`src/rtl/pmem_arbiter.sv`:
```
// Two-requester arbiter for the shared cacheline physical memory port.
// Define ARB_RR_EN for round-robin tie-break; default is fixed D-over-I priority.
module pmem_arbiter #(
    parameter int ADDR_W = 32,
    parameter int LINE_W = 256
) (
    input  logic              clk,
    input  logic              rst,
    input  logic              i_read,
    input  logic [ADDR_W-1:0] i_addr,
    output logic [LINE_W-1:0] i_rdata,
    output logic              i_resp,
    input  logic              d_read,
    input  logic              d_write,
    input  logic [ADDR_W-1:0] d_addr,
    input  logic [LINE_W-1:0] d_wdata,
    output logic [LINE_W-1:0] d_rdata,
    output logic              d_resp,
    output logic              pmem_read,
    output logic              pmem_write,
    output logic [ADDR_W-1:0] pmem_addr,
    output logic [LINE_W-1:0] pmem_wdata,
    input  logic [LINE_W-1:0] pmem_rdata,
    input  logic              pmem_resp
);

    typedef enum logic [1:0] {
        IDLE,
        GNT_I,
        GNT_D
    } state_e;

    state_e state_q, state_d;
    logic   d_req;

    assign d_req   = d_read | d_write;
    assign i_rdata = pmem_rdata;
    assign d_rdata = pmem_rdata;

`ifdef ARB_RR_EN
    // 1 = D owned the most recent grant
    logic last_d_q, last_d_d;

    always_ff @(posedge clk or negedge rst) begin
        if (!rst) begin
            state_q  <= IDLE;
            last_d_q <= 1'b0;
        end else begin
            state_q  <= state_d;
            last_d_q <= last_d_d;
        end
    end
`else
    always_ff @(posedge clk or negedge rst) begin
        if (!rst) begin
            state_q <= IDLE;
        end else begin
            state_q <= state_d;
        end
    end
`endif

    always_comb begin
        state_d    = state_q;
        pmem_read  = 1'b0;
        pmem_write = 1'b0;
        pmem_addr  = '0;
        pmem_wdata = '0;
        i_resp     = 1'b0;
        d_resp     = 1'b0;
`ifdef ARB_RR_EN
        last_d_d   = last_d_q;
`endif
        case (state_q)
            IDLE: begin
`ifdef ARB_RR_EN
                if (d_req && i_read) begin
                    state_d = last_d_q ? GNT_I : GNT_D;
                end else if (d_req) begin
                    state_d = GNT_D;
                end else if (i_read) begin
                    state_d = GNT_I;
                end
                if (state_d != IDLE) begin
                    last_d_d = (state_d == GNT_D);
                end
`else
                if (d_req) begin
                    state_d = GNT_D;
                end else if (i_read) begin
                    state_d = GNT_I;
                end
`endif
            end
            GNT_D: begin
                pmem_read  = d_read;
                pmem_write = d_write;
                pmem_addr  = d_addr;
                pmem_wdata = d_wdata;
                d_resp     = pmem_resp;
                if (pmem_resp) begin
                    state_d = IDLE;
                end
            end
            GNT_I: begin
                pmem_read = i_read;
                pmem_addr = i_addr;
                i_resp    = pmem_resp;
                if (pmem_resp) begin
                    state_d = IDLE;
                end
            end
            default: state_d = IDLE;
        endcase
    end

endmodule
```
`config.mk`:
```
export PLATFORM = sky130hd
export DESIGN_NAME = pmem_arbiter
export DESIGN_NICKNAME = d
export VERILOG_FILES = /design/src/rtl/pmem_arbiter.sv
export SDC_FILE = /design/constraint.sdc
export NUM_CORES = 1
export LEC_CHECK = 0
export BUFFER_PORTS_ARGS = -buffer_cell sky130_fd_sc_hd__buf_2
export CAP_MARGIN = 20
export CORE_AREA = 3 3 544 546
export CTS_CLUSTER_DIAMETER = 150
export DETAILED_ROUTE_END_ITERATION = 10
export DIE_AREA = 0 0 547 549
export SLEW_MARGIN = 0
export SYNTH_ARGS = -nofsm -noshare
export SYNTH_HDL_FRONTEND = slang
export SYNTH_SLANG_ARGS = --single-unit
export TNS_END_PERCENT = 30
```
`constraint.sdc`:
```
create_clock -name clk -period 2.71 [get_ports clk]
set_input_delay 0.542 -clock clk [delete_from_list [all_inputs] [get_ports clk]]
set_output_delay 0.542 -clock clk [all_outputs]
set_load 0.05 [all_outputs]
```
; ---- Word level (Yosys, flattened, before mapping)
; Cells that the tools add are included.
[word_totals]
register_bits = 2
in_bits = 582
output_inout_bits = 804
word_cells = 19
[classes]
eq_ne = 4
mux = 10
bitwise = 1
reduce_logical = 3
[ops]
columns = operator, n
row1 = $mux W256, 1
row2 = $pmux W32 S2, 1
row3 = $mux W2, 3
row4 = $pmux W2 S2, 1
row5 = $mux W1, 3
row6 = $ne A3 B3 Y1 const B, 1
row7 = $eq A2 B1 Y1 const B, 1
row8 = $eq A2 B2 Y1 const B, 1
row9 = $logic_not A2 Y1, 1
row10 = $ne A2 B1 Y1 const B, 1
row11 = $pmux W1 S2, 1
row12 = $reduce_and A2 Y1, 1
row13 = $reduce_or A2 Y1, 1
row14 = $or A1 B1 Y1, 1

; ---- Logic depth before layout (Yosys ltp)
[depth]
word_depth = 4
depth_mapped = 6
mapped_depth_nobuf = 5

; ---- Worst setup path after synthesis
; Ideal clock, no wire load.
[synth_path]
kind = register to output
startpoint = register state_q[1]
endpoint = output pmem_addr[0]
t_arrival_ps = 1702
required_ps = 2168
slack_ps = 466
path_stages_with_launch = 7
path_buffers = 2
cell_sequence = dfrtp_1 -> inv_1 -> ha_1 -> buf_2 -> buf_2 -> a22oi_1 -> nor2b_1
[synth_via]
elab_chain_cells = 2
word_cells_on_any_way = 3
cone_classes = eq/ne (2) / mux (1)
[synth_rtl]
columns = item, line
row1 = start: declaration, 33  ; state_e state_q, state_d;
row2 = start signal: assignment, 58  ; state_q <= state_d;
row3 = $eq A2 B1 Y1 / $eq A2 B2 Y1 (equally long branches), 74  ; case (state_q)
row4 = $pmux W32 S2 (*), 74
row5 = end: declaration, 21  ; output logic [ADDR_W-1:0] pmem_addr,
; Every way passes the cells marked *; elsewhere a longest branch is shown, timed or not.

; ---- Worst setup path after layout
[layout_path]
startpoint = register state_q[0]
endpoint = output pmem_addr[20]
; The elaborated chain is that of the path after synthesis.

==> results.sh <==
export IMPL_syn2layout_area_growth_pct=114
export IMPL_yosys_most_used_dff="dfrtp_1"
export IMPL_synth_area_leaders="buf_4 61%, and2_1 26%, a22oi_1 3.9%, nor2b_1 3.3%, buf_6 2.0%"
export IMPL_async_flop_share_pct=100
export IMPL_finalCritPeriodShare_pct=94.0
export IMPL_nFillCells=34500
export IMPL_drt_total_wl_um=214000
export IMPL_synth_area_leader_cell="buf_4"
export IMPL_drive_gt1_share_pct=65.2
export IMPL_dieArea_um2=300000
export IMPL_synth_area_um2=6310
export IMPL_cp_slowest_cell="dfrtp_1"
export IMPL_io_buffer_count=617
export IMPL_synth_xor_area_share_pct=0
export IMPL_synth_top_area_share_pct=61.4
export IMPL_finalClockSkew_ns=0.00440
export IMPL_synthAdderAreaFrac_pct=0.595
export IMPL_clock_sinks=2
export IMPL_max_slew_margin_rel_pct=70.4
export IMPL_critPathMaxStageDelay_ns=0.41
export IMPL_dr_first_iter_drc_count=264
export IMPL_synthCells=891
export IMPL_hold_viol=0
export IMPL_io_pins=1386
export IMPL_grt_pass1_vias=6919
export IMPL_crit_chain="inv_1 > ha_4 > buf_12 > buf_4 > a22oi_1 > nor2b_1 > buf_12"
export IMPL_synth_edf_count=0
export IMPL_gp_congestion=0.777
export IMPL_cpMostUsedCell="buf_12"
export IMPL_grt_max_degree=67
export IMPL_ant_nets=0
export IMPL_clk_pin_slew_ns=0.03
export IMPL_hold_path_class="input port to asynchronous set/reset pin"
export IMPL_power_density_nw_per_um2=1190
export IMPL_dpl_cell_area_um2=13300
export IMPL_synth_simple_gate_area_share_pct=29.4
export IMPL_viasPerCell=1.49
export IMPL_cts_tree="yes"
export IMPL_cts_resized=0
export IMPL_antenna_found_initial=254
export IMPL_p_leak_nw=4.45
export IMPL_worst_setup_path_type="flip-flop to output pin"
export IMPL_synth_warnings=0
export IMPL_num_vias=7341
export IMPL_synthMuxAreaShare_pct=0
export IMPL_setup_tns_ns=0
export IMPL_postCtsSetupBuffers=0
export IMPL_root_buffer="clkbuf_16"
export IMPL_cp_start_kind="flip-flop"
export IMPL_track_usage_pct=13.7
export IMPL_multiInputGateArea_um2=2170
export IMPL_crit_fanout=38
export IMPL_top_register="state_q"
export IMPL_worstPathRequired_ns=2.17
export IMPL_synth_cell_types=16
export IMPL_cts_max_level=1
export IMPL_die_h_um=549
export IMPL_yosysMostFrequentCell="buf_4"
export IMPL_finalSetupViolations=0
export IMPL_core_area_um2=291000
export IMPL_cts_buffer_depth=2
export IMPL_seq_area_um2=50.0
export IMPL_rows=198
export IMPL_holdBufCountCts=0
export IMPL_largest_reg_flops=2
export IMPL_critPathTopFamily="buffers and inverters"
export IMPL_max_freq_ghz=0.392
export IMPL_critPathCaptureType="output pin"
export IMPL_nets=1559
export IMPL_synth_top_family_by_area="buffers and inverters"
export IMPL_status="completed"
export IMPL_vdd_drop_max_uv=328
export IMPL_fin_area_um2=13500
export IMPL_syn_avg_cell_area_um2=7.08
export IMPL_cp_arrival_ns=2.01
export IMPL_ys_top_cells_by_count="516 x buf_4, 259 x and2_1, 33 x a22oi_1, 33 x nor2b_1, 19 x clkbuf_1"
export IMPL_synth_compound_area_share_pct=4.20
export IMPL_worstMarginPinSlew_ns=0.447
export IMPL_drtPass1Iterations=4
export IMPL_fin_crit_ns=2.55
export IMPL_syn_num_nets=1476
export IMPL_drc=0
export IMPL_top_regs="state_q (2)"
export IMPL_initial_core_util_pct=2.17
export IMPL_seq_area_frac_synth_pct=0.793
export IMPL_critPathBufInv=4
export IMPL_wl_per_cell_um=43.4
export IMPL_die_w_um=547
export IMPL_grt_setup_unrepaired="false"
export IMPL_synth_seq_cells=2
export IMPL_grt_overflow=0
export IMPL_maxCapViolations=0
export IMPL_grt_pass1_wl_um=234000
export IMPL_maxSlewViolCount=0
export IMPL_clk_latency_ns=0.23
export IMPL_finalPower_mw=16.1
export IMPL_cts_buffers_inserted=3
export IMPL_dpl_hpwl_um=209000
-- path summary, 6_finish.rpt --
check / start / to / slack (ns) / cells after the start
min in group clk: state_q[0] / state_q[0] / 0.63 / 2
min: rst / state_q[0] / 0.10 / 1
max reg2reg: state_q[0] / state_q[1] / 1.16 / 6
max: state_q[0] / pmem_addr[20] / 0.16 / 7
min reg2reg: state_q[0] / state_q[0] / 0.63 / 2
max in group asynchronous: rst / state_q[1] / 2.51 / 1
-- report_power, final --
group	internal [mW]	switching, mW	total (mW)
registers	0.0448	0.0196	0.0644
logic	5.30	10.5	15.8
clock network	0.188	0.0409	0.229
-- through the flow --
stage	hold WS (ns)	std cells	setup slack (ns)	util, %
3_3_place_gp	0.336	4869	0.478	4.56
3_5_place_dp	0.336	4869	0.388	4.56
6_report	0.100	4928	0.161	4.63
5_1_grt	0.0962	4888	0.0181	4.60
4_1_cts	0.0976	4872	0.131	4.58
2_1_floorplan	0.246	891	0.466	-
-- cells in the final DEF (no fill, tap or decap), types with 3 or more instances in the layout --
master     instances
nor2b_1           33
buf_12           200
a22oi_1           33
clkbuf_16          3
diode_2           56
buf_2            427
and2_1           259
-- final cells by class --
cell class              instances  share of cell area, %
diodes                         56                   1.04
flip-flops and latches          2                  0.371
repair buffers                629                   45.7
well taps                    3900                   36.2
clock buffers                   3                  0.557
inverters                       2                 0.0557
multi-input cells             336                   16.1
-- cells by family after synthesis --
kind of cell	count (synthesis)
buffers and inverters	553
AND/OR/NAND/NOR	297
AO/OA/AOI/OAI	36
adder cells (fa/ha/maj)	3
flip-flops	2
-- layer usage --
layer	global-route usage [%]	share of wire (%)	routed length [um]
met3	25.0	39	82600
met2	21.4	43	92800
met1	5.82	15	31700
met4	2.62	2.7	5880
met5	0	0.51	1090
No activity file was read; power rests on OpenSTA's default activity.
